[src/rtl/tt_mux4_sel_ctrl_if.sv]
// Control and select bus between a sequencer (master) and the mux4 tree select
// controller (slave).
interface tt_mux4_sel_ctrl_if #(
  parameter int LEVELS  = 3,
  parameter int DWELL_W = 8
);
  logic                  ctrl_data;
  logic                  ctrl_shift;
  logic                  ctrl_commit;
  logic                  scan_en;
  logic [DWELL_W-1:0]    dwell;
  logic [2*LEVELS-1:0]   sel;
  logic                  sel_valid;
  logic                  busy;
  logic                  wrap;

  modport master (
    output ctrl_data, ctrl_shift, ctrl_commit, scan_en, dwell,
    input  sel, sel_valid, busy, wrap
  );

  modport slave (
    input  ctrl_data, ctrl_shift, ctrl_commit, scan_en, dwell,
    output sel, sel_valid, busy, wrap
  );
endinterface

[src/rtl/tt_mux4_sel_ctrl.sv]
// Registered select-bus controller for a LEVELS-deep mux4 tree: serial address
// load with commit, or auto-scan with a programmable dwell and one settle cycle.
module tt_mux4_sel_ctrl #(
  parameter int LEVELS  = 3,
  parameter int DWELL_W = 8
) (
  input  logic                  clk,
  input  logic                  rst,
  tt_mux4_sel_ctrl_if.slave     bus
);
  localparam int SW = 2 * LEVELS;

  typedef enum logic [1:0] {
    IDLE   = 2'd0,
    SETTLE = 2'd1,
    HOLD   = 2'd2
  } state_t;

  state_t             state, state_nxt;
  logic [SW-1:0]      sr, sr_nxt;
  logic [SW-1:0]      sel_q, sel_nxt;
  logic [DWELL_W-1:0] dcnt, dcnt_nxt;
  logic               wrap_q, wrap_nxt;

  // NOTE: every output of this block gets a default first so no path can infer a latch.
  always_comb begin
    state_nxt = state;
    sr_nxt    = sr;
    sel_nxt   = sel_q;
    dcnt_nxt  = '0;
    wrap_nxt  = 1'b0;

    // Shift is independent of commit; a commit below still sees the pre-shift sr.
    if (bus.ctrl_shift) begin
      sr_nxt = {bus.ctrl_data, sr[SW-1:1]};
    end

    if (bus.ctrl_commit) begin
      sel_nxt   = sr;
      state_nxt = SETTLE;
    end else begin
      unique case (state)
        IDLE:   state_nxt = IDLE;
        SETTLE: state_nxt = HOLD;
        HOLD: begin
          if (bus.scan_en) begin
            // >= so that lowering dwell below the running count advances at once.
            if (dcnt >= bus.dwell) begin
              sel_nxt   = sel_q + SW'(1);
              wrap_nxt  = &sel_q;
              state_nxt = SETTLE;
            end else begin
              dcnt_nxt = dcnt + DWELL_W'(1);
            end
          end
        end
        default: state_nxt = IDLE;
      endcase
    end
  end

  // NOTE: sequential state uses non-blocking assignments so all registers update together.
  always_ff @(posedge clk) begin
    if (rst) begin
      state  <= IDLE;
      sr     <= '0;
      sel_q  <= '0;
      dcnt   <= '0;
      wrap_q <= 1'b0;
    end else begin
      state  <= state_nxt;
      sr     <= sr_nxt;
      sel_q  <= sel_nxt;
      dcnt   <= dcnt_nxt;
      wrap_q <= wrap_nxt;
    end
  end

  assign bus.sel       = sel_q;
  assign bus.sel_valid = (state == HOLD);
  assign bus.busy      = (state == SETTLE);
  assign bus.wrap      = wrap_q;
endmodule

[src/flat_wrapper.sv]
// flat-port wrapper written by rule: the top's interface ports become plain ports
module tt_mux4_sel_ctrl_flat 
#(
  parameter int LEVELS  = 3,
  parameter int DWELL_W = 8
)
  (clk, rst, bus_ctrl_data, bus_ctrl_shift, bus_ctrl_commit, bus_scan_en, bus_dwell, bus_sel, bus_sel_valid, bus_busy, bus_wrap);
  tt_mux4_sel_ctrl_if #(.LEVELS(LEVELS), .DWELL_W(DWELL_W)) bus_i ();
  input  logic clk;
  input  logic rst;
  input wire logic [$bits(bus_i.ctrl_data)-1:0] bus_ctrl_data;
  input wire logic [$bits(bus_i.ctrl_shift)-1:0] bus_ctrl_shift;
  input wire logic [$bits(bus_i.ctrl_commit)-1:0] bus_ctrl_commit;
  input wire logic [$bits(bus_i.scan_en)-1:0] bus_scan_en;
  input wire logic [$bits(bus_i.dwell)-1:0] bus_dwell;
  output wire logic [$bits(bus_i.sel)-1:0] bus_sel;
  output wire logic [$bits(bus_i.sel_valid)-1:0] bus_sel_valid;
  output wire logic [$bits(bus_i.busy)-1:0] bus_busy;
  output wire logic [$bits(bus_i.wrap)-1:0] bus_wrap;
  assign bus_i.ctrl_data = bus_ctrl_data;
  assign bus_i.ctrl_shift = bus_ctrl_shift;
  assign bus_i.ctrl_commit = bus_ctrl_commit;
  assign bus_i.scan_en = bus_scan_en;
  assign bus_i.dwell = bus_dwell;
  assign bus_sel = bus_i.sel;
  assign bus_sel_valid = bus_i.sel_valid;
  assign bus_busy = bus_i.busy;
  assign bus_wrap = bus_i.wrap;
  tt_mux4_sel_ctrl #(.LEVELS(LEVELS), .DWELL_W(DWELL_W)) u_core (.clk(clk), .rst(rst), .bus(bus_i));
endmodule
[config.mk]
export PLATFORM = sky130hd
export DESIGN_NAME = tt_mux4_sel_ctrl_flat
export DESIGN_NICKNAME = d
export VERILOG_FILES = /design/src/rtl/tt_mux4_sel_ctrl_if.sv /design/src/rtl/tt_mux4_sel_ctrl.sv /design/src/flat_wrapper.sv
export SDC_FILE = /design/constraint.sdc
export NUM_CORES = 1
export LEC_CHECK = 0
export ABC_AREA = 0
export CAP_MARGIN = 20
export CORE_MARGIN = 2
export CORE_UTILIZATION = 30
export CTS_CLUSTER_SIZE = 24
export DETAILED_ROUTE_END_ITERATION = 8
export PLACE_DENSITY = 0.63
export SYNTH_ARGS = -nofsm -noshare
export SYNTH_HDL_FRONTEND = slang
export SYNTH_SLANG_ARGS = --single-unit
[constraint.sdc]
create_clock -name clk -period 2.2 [get_ports clk]
set_clock_uncertainty 0.05 [all_clocks]
set_input_delay 0.55 -clock clk [delete_from_list [all_inputs] [get_ports clk]]
set_output_delay 0.55 -clock clk [all_outputs]
set_load 0.02 [all_outputs]
Word-level counts from Yosys, hierarchy flattened
Index checks and enable logic that the tools add are counted.
Word-level totals
  bits of input ports: 14
  output and inout bits: 9
  bits in registers: 23
  logic and storage cells: 36
Cells by class
  multiplexer cells: 8
  reduce and logical (&&, ||, !) cells: 10
  bitwise logic cells: 3
  $lt $le $gt $ge: 1
  eq/ne operators: 6
  add/sub/neg operators: 2
Operators by type and width (count)
  two-way mux 6 bit: 4
  OR reduction 5 bit: 2
  adder 8 x 1 -> 8 bit (second input constant): 1
  greater-or-equal comparator 8 bit: 1
  adder 6 x 1 -> 6 bit (second input constant): 1
  AND reduction 6 bit: 1
  nonzero test 2 bit: 3
  two-way mux 2 bit: 2
  case mux 2 bit (2 select lines): 1
  AND reduction 2 bit: 2
  inequality test 3 x 2 -> 1 bit (second input constant): 1
  inequality test 3 bit (second input constant): 1
  NOT 1 bit: 3
  AND reduction 3 bit: 1
  equality test 2 x 1 -> 1 bit (second input constant): 1
  equality test 2 bit (second input constant): 1
  inequality test 2 x 1 -> 1 bit (second input constant): 1
  inequality test 2 bit (second input constant): 1
  OR reduction 2 bit: 1
  two-way mux 1 bit: 1

Depth between registers and ports, before layout
Gate-level depths: netlist of the first run.
  depth after elaboration: 5
  mapped depth: 8
  mapped depth without buffers: 7

Worst setup path before layout of the first run
Ideal clock, no wire load.
  path kind: input to register
  start: input bus_dwell[0]
  end: register u_core.sel_q[3] (netlist: u_core.bus.sel[3])
  setup slack: 0.034 ns
  arrival time: 2.025 ns
  library setup time: 0.091 ns
  path buffers: 1
  cell stages on the path: 7
  cells stage by stage: ha_1 > nand2b_1 > a2111oi_2 > o31a_1 > buf_2 > o21ai_0 > a311oi_1
On the way
  longest elaborated chain between the ends: 3
Ends and longest elaborated chain
  start: declaration: line flat_wrapper.sv:15  | input wire logic [$bits(bus_i.dwell)-1:0] bus_dwell;
  greater-or-equal comparator 8 bit: line tt_mux4_sel_ctrl.sv:48  | if (dcnt >= bus.dwell) begin
  nonzero test 2 bit (no line)
  AND reduction 3 bit (no line)
  end signal: assignment: line tt_mux4_sel_ctrl.sv:73  | sel_q <= sel_nxt;
  end: declaration: line tt_mux4_sel_ctrl.sv:21  | logic [SW-1:0] sel_q, sel_nxt;
No other way between the ends.
A chain may end at the register's enable or synchronous reset.

Worst setup path after layout of the first run
  start: register u_core.dcnt[2]
  end: register u_core.sel_q[5] (netlist: u_core.bus.sel[5])
On the way
  longest elaborated chain between the ends: 3
Ends and longest elaborated chain
  start: declaration: line tt_mux4_sel_ctrl.sv:22  | logic [DWELL_W-1:0] dcnt, dcnt_nxt;
  start signal: assignment: line tt_mux4_sel_ctrl.sv:74  | dcnt <= dcnt_nxt;
  greater-or-equal comparator 8 bit: line tt_mux4_sel_ctrl.sv:48
  nonzero test 2 bit (no line)
  AND reduction 3 bit (no line)
No other way between the ends.

==> results of run 1 <==
[registers in the layout (all words and copies together) (netlist names)]
| register | flops |
|---|---|
| u_core.bus.sel | 6 |
| u_core.bus.wrap | 1 |
| u_core.sr | 6 |
| u_core.dcnt | 8 |
| u_core.state | 2 |
[repair_timing]
action / 4_1_cts / 5_1_grt
setup endpoints to repair: 16 / 13
gates cloned: 1 / 0
pin swaps: 18 / 15
setup buffers: 7 / 0
endpoints found under the hold margin: 0 / 0
gates resized for setup: 19 / 25
[worst min-delay path, delay by kind of cell (launching register included)]
family / cells / cell delay (ps)
flip-flops: 1 / 330
AO/OA/AOI/OAI: 1 / 60
buffers and inverters: 1 / 50
[layout make-up]
class                      count  area, sq um
clock buffer                   3         41.3
multi-input combinational     93          753
tap                           48         60.1
sequential                    23          460
timing repair buffer          40          319
inverter                      11         41.3
fill                         373         2010
clock inverter                 1         7.51
[report_power, final]
group | switching [mW] | total (mW) | internal (mW) | leakage (nW)
clock network | 0.144 | 0.272 | 0.128 | 0.0217
registers | 0.0104 | 0.436 | 0.426 | 0.187
logic | 0.0537 | 0.112 | 0.0584 | 0.441
total | 0.208 | 0.821 | 0.612 | 0.649
[logic make-up after synthesis]
group                    Yosys count  share of synthesized area [%]
adder cells (fa/ha/maj)           10                           10.8
AND/OR/NAND/NOR                   47                           19.8
XOR/XNOR                           6                           4.54
buffers and inverters             16                           5.41
multiplexers                       6                           5.19
AO/OA/AOI/OAI                     23                           14.5
flip-flops                        23                           39.8
[cell usage in the layout (no fill, tap or decap), drive strengths merged]
master / netlist / final
dfxtp: 23 / 23
nor2: 21 / 21
buf: 2 / 18
clkdlybuf4s50: 0 / 14
inv: 11 / 11
clkbuf: 3 / 10
ha: 10 / 10
nand3: 6 / 6
mux2i: 6 / 6
nand2: 5 / 5
o21ai: 5 / 5
a311oi: 5 / 5
or3: 4 / 4
xor2: 4 / 4
nand4: 3 / 3
o21a: 3 / 3
a21oi: 3 / 3
o31a: 1 / 2
o31ai: 2 / 2
xnor2: 2 / 2
and3: 2 / 2
nor2b: 2 / 2
nand2b: 1 / 1
a2111oi: 1 / 1
and2: 1 / 1
a31oi: 1 / 1
a221oi: 1 / 1
nor3: 1 / 1
or4: 1 / 1
a21boi: 1 / 1
clkinvlp: 0 / 1
dlygate4sd2: 0 / 1
[metal layers]
layer	GRT usage, %	share of wire, %	up-vias
li1	-	-	541
met1	15.5	45	531
met2	22.4	51	18
met3	1.87	2.3	6
met4	7.14	2.1	0
met5	0	0	-
[path summary, 6_finish.rpt]
path         slack, ps           start                end  cells past startpoint
max                 90  u_core.dcnt[2]  u_core.bus.sel[5]                      6
min                440    u_core.sr[1]  u_core.bus.sel[1]                      2
max reg2reg         90  u_core.dcnt[2]  u_core.bus.sel[5]                      6
min reg2reg        440    u_core.sr[1]  u_core.bus.sel[1]                      2
[stage by stage]
stage / total power [mW] / cell area, sq um / hold slack, ps / utilization (%) / TNS, ps
final: 0.821 / 1680 / 441 / 45.6 / 0
after global routing: 0.854 / 1680 / 466 / 45.6 / 0
after CTS: 0.820 / 1670 / 446 / 45.3 / 0
after detailed placement: 0.544 / 1500 / 428 / 40.6 / -9100
after global placement: 0.541 / 1500 / 431 / 40.6 / -8400
after floorplan: 0.491 / 1160 / 376 / - / 0
==> reports/qor_table.md, run 1 <==
| Metric | This run |
|---|---|
| Clock slew at reported path FFs | 90 ps |
| Cell count after synthesis | 131 |
| Post-route clock period utilization | 96.1% |
| Via count of the first global-routing pass | 1058 |
| DRC marker count from the first detailed-route iteration | 45 |
| Kind of critical path | reg -> reg |
| Initial antenna violation count | 0 |
| Category of cells accounting for the largest share of critical-path delay | compound AO/OA/AOI/OAI gates |
| Slew HR | 71.3% |
| Post-layout nets | 196 |
| Min Tclk post-route | 2110 ps |
| Top-Level Pins | 23 |
| Number of pins exceeding their max-slew limit in the final report | 0 |
| Average cell area after synthesis | 8.83 sq um |
| Most common cell in the netlist | dfxtp_1 |
| Reported max-cap violation count | 0 |
| Number of enable flip-flop cells after synthesis | 0 |
| Leading register cell type out of synthesis | dfxtp_1 |
| List of cells traversed by the critical path | ha_4 -> o21a_1 -> nor2_2 -> o31a_1 -> or4_1 -> a311oi_1 |
| Critical Path Source Type | register |
| Transition time at the pin with the least slew margin | 427 ps |
| Clock tree sinks | 23 |
| Global-route wire length before repair | 4450 microns |
| Share of synthesized area occupied by flip-flops and latches | 39.8% |
| Site row count | 22 |
| Critical path buffer and inverter count | 0 |
| Non-filler instance count after layout | 219 |
| Final RePlAce weighted congestion | 0.806 |
| Setup slack of the critical path after layout | 85.2 ps |
| Cell types with the highest counts after synthesis | 23 x dfxtp_1, 21 x nor2_1, 11 x inv_1 |
| Max Fanout on Critical Path | 6 |
| Number of antenna diodes | 0 |
| Maximum root-to-sink buffer count | 2 |
| Vertical die dimension | 66.1 microns |
| Post-detailed-route wirelength per cell | 13.1 microns |
| Result of the run | finished clean |
| Largest cells by area after synthesis | dfxtp_1 40%, ha_1 11%, nor2_1 6.8% |
| Worst Path Arrival | 2250 ps |
| Vias after detailed routing | 1096 |
| Drt via density | 5.00 |
| Effective utilization at floorplan | 31.4% |
| Global Route Usage Sum | 13.1% |
| Buffers added on ports | 22 |
| Pin count of the biggest net entering global routing | 15 |
| Worst vdd rail ir drop | 212 uV |
| Total CTS buffers | 3 |
| Area overhead of the layout relative to synthesis | 45.4% |
| Synth Net Count | 155 |
| Clock H-tree levels | 1 |
| ANT nets after route | 0 |
| Element type at the critical path end | register |
| Critical path's largest stage delay | 520 ps |
| Number of optimization iterations in the first detailed-route pass | 4 |
| Clock root buffer master | clkbuf_8 |
| Portion of synthesized cell area occupied by the leading cell type | 39.8% |
| Die footprint | 0.00437 sq mm |
| Class of the tightest hold or removal check | reg -> reg |
| Pre-CTS setup slack | -651 ps |
| Post-synthesis cell area | 0.00116 sq mm |
| Cts-stage hold buffer count | 0 |
| Reported leakage power | 0.649 nW |
| Fraction of layout instances using a drive strength above 1 | 27.5% |
| Setup Viol. Count Final | 0 |
| Cell taking the most area after synthesis | dfxtp_1 |
| DRC violation count after routing | 0 |
| Async SR Flop Fraction | 0% |
| Final wirelength | 2870 microns |
| Worst path required time | 2330 ps |
| Cell variety after synth | 30 |
| Unrepaired setup endpoints after global routing | false |
| Floorplan die width | 66.1 microns |
| Fmax | 473 MHz |
| Clock latency on the worst-skew pair | 270 ps |
| Total placed cells including tap cells | 207 |
| Warnings from Yosys | 0 |
| CTS tree | yes |
| Pwr dens | 488 mW/mm^2 |
| Master of the slowest instance on the critical path | or4_1 |
| Detailed placer's ending HPWL | 1910 microns |
| Std-Cell Core Area | 0.00369 sq mm |
| Flip-flop and latch count after synthesis | 23 |
| Overflow after GRT | 0 |
| Final number of hold-violating endpoints | 0 |
Power figures use the tool's default switching activity.
==> run 2: changes to the inputs <==
- SETUP_SLACK_MARGIN: unset -> 0.3
==> run 2 against run 1 <==
Net effect: combinational power hardly changed; fmax grew 1.0%; sequential cell count did not move; wire length increased by 1.5%; die area unchanged; global-route usage up 0.85 points; cell count up 0.46%; largest power group unchanged.
==> reports/qor_table.md, run 2 (synthesized netlist as in run 1, its figures left out) <==
| Metric | This run |
|---|---|
| Net switching power figure | 200 uW |
| Internal Power | 611 uW |
| Post-detailed-route wirelength per cell | 13.2 microns |
| Kind of critical path | in -> reg |
| Overflow after GRT | 0 |
| Worst vdd rail ir drop | 268 uV |
| Transition time at the pin with the least slew margin | 449 ps |
| Initial antenna violation count | 0 |
| Worst path required time | 2320 ps |
| Number of flip-flops in the largest register | 8 |
| Max Fanout on Critical Path | 5 |
| Number of pins exceeding their max-slew limit in the final report | 0 |
| CTS tree | yes |
| Element type at the critical path end | register |
| Total Neg Setup Slack | 0 ps |
| Class of the tightest hold or removal check | reg -> reg |
| Clock H-tree levels | 1 |
| Total CTS buffers | 3 |
| Pwr dens | 452 mW/mm^2 |
| Most flops, register | u_core.dcnt |
| Clock latency on the worst-skew pair | 260 ps |
| Slew HR | 70.0% |
| Clock slew at reported path FFs | 80 ps |
| Global-route wire length before repair | 4710 microns |
| Critical Path Source Type | input pin |
| Met3 track demand over resource in global routing | 5.45% |
| Final-layout fill cell count | 367 |
| DRC marker count from the first detailed-route iteration | 35 |
| Post-layout nets | 197 |
| Drt via density | 4.90 |
| Pin count of the biggest net entering global routing | 14 |
| Clock tree sinks | 23 |
| Maximum root-to-sink buffer count | 2 |
| Detailed placer's ending HPWL | 1940 microns |
| Switching power as a share of total power | 24.6% |
| Area overhead of the layout relative to synthesis | 54.8% |
| Top-Level Pins | 23 |
| Unrepaired setup endpoints after global routing | true |
| Cts-stage hold buffer count | 0 |
| Die footprint | 0.00437 sq mm |
| Share of power burned in registers | 53.7% |
| Setup Viol. Count Final | 0 |
| DRC violation count after routing | 0 |
| Via count of the first global-routing pass | 1091 |
| Final RePlAce weighted congestion | 0.809 |
| ANT nets after route | 0 |
| Master of the slowest instance on the critical path | o31a_1 |
| Grt met2 use | 25.4% |
| Combinational fraction of design power | 14.2% |
| Pre-CTS setup slack | -584 ps |
| Most Used Layer, Global Route | met2 |
| List of cells traversed by the critical path | buf_2 -> inv_2 -> ha_4 -> nand4_1 -> o31a_1 -> buf_6 -> or3_1 -> a311oi_2 |
| Result of the run | finished clean |
| Number of optimization iterations in the first detailed-route pass | 4 |
| Leading cell types in the layout, fill and taps excluded | 20 x dfxtp_1, 17 x nor2_1, 15 x buf_4 |
| Setup slack of the critical path after layout | 106 ps |
| Post-route clock period utilization | 95.2% |
| Fraction of layout instances using a drive strength above 1 | 39.0% |
| Final core occ | 48.6% |
| Buffers added on ports | 22 |
| Worst Path Arrival | 2210 ps |
| Total Power | 811 uW |
| Site row count | 22 |
| Clock root buffer master | clkbuf_8 |
| Fmax | 478 MHz |
| Final number of hold-violating endpoints | 0 |
| Effective utilization at floorplan | 31.4% |
| Number of antenna diodes | 0 |
| Global Route Usage Sum | 13.9% |
| Vertical die dimension | 66.1 microns |
| Reported max-cap violation count | 0 |
| Reported leakage power | 0.736 nW |
| Most common cell after layout, fill and taps aside | dfxtp_1 |
| Final wirelength | 2910 microns |
| Min Tclk post-route | 2090 ps |
| Std-Cell Core Area | 0.00369 sq mm |
| Critical path's largest stage delay | 370 ps |
| Floorplan die width | 66.1 microns |
| Met1 usage in global routing | 15.1% |
| Clock network fraction of design power | 32.0% |
| Vias after detailed routing | 1079 |
## run 2: critical path: cells and delay by family
family | cells | cell delay [ps]
AND/OR/NAND/NOR | 2 | 470
adder cells (fa/ha/maj) | 1 | 250
buffers and inverters | 3 | 270
AO/OA/AOI/OAI | 2 | 670
## run 2: final cells by class
| class | instances | area, sq um | area share, % |
|---|---|---|---|
| Sequential cell | 23 | 464 | 25.9 |
| Timing Repair Buffer | 42 | 365 | 20.4 |
| Inverter | 11 | 43.8 | 2.44 |
| Clock buffer | 3 | 41.3 | 2.30 |
| Clock inverter | 1 | 5.00 | 0.279 |
| Tap cell | 48 | 60.1 | 3.35 |
| Multi-Input combinational cell | 92 | 812 | 45.3 |
## run 2: per-stage QoR
step | instances | hold slack (ps) | instance area [sq um]
2_1_floorplan | 131 | 376 | 1210
5_1_grt | 220 | 474 | 1790
3_5_place_dp | 209 | 432 | 1560
4_1_cts | 217 | 440 | 1690
6_report | 220 | 437 | 1790
3_3_place_gp | 209 | 430 | 1560
## run 2: timing repair
action / CTS / global route
setup buffers: 4 / 3
gates resized for setup: 58 / 21
setup endpoints to repair: 23 / 18
pin swaps: 25 / 17
## run 2: final timing paths
| kind | cells after the start | from | to | slack (ps) |
|---|---|---|---|---|
| max | 8 | bus_dwell[6] | u_core.bus.sel[2] | 110 |
| min | 2 | u_core.sr[1] | u_core.bus.sel[1] | 440 |
| max reg2reg | 6 | u_core.dcnt[5] | u_core.bus.sel[2] | 130 |
| min reg2reg | 2 | u_core.sr[1] | u_core.bus.sel[1] | 440 |
## run 2: per-layer routing
metal	vias to the layer above	routed length, microns
li1	543	-
met1	498	1100
met2	32	1570
met3	6	200
met4	0	47
met5	-	0
## run 2: power groups by stage
stage	clock network (mW)	logic, mW	registers (mW)
global placement	0	0.103	0.445
CTS	0.272	0.106	0.435
global route	0.290	0.126	0.438
finish	0.259	0.115	0.436
floorplan	0	0.0479	0.450
detailed placement	0	0.105	0.445
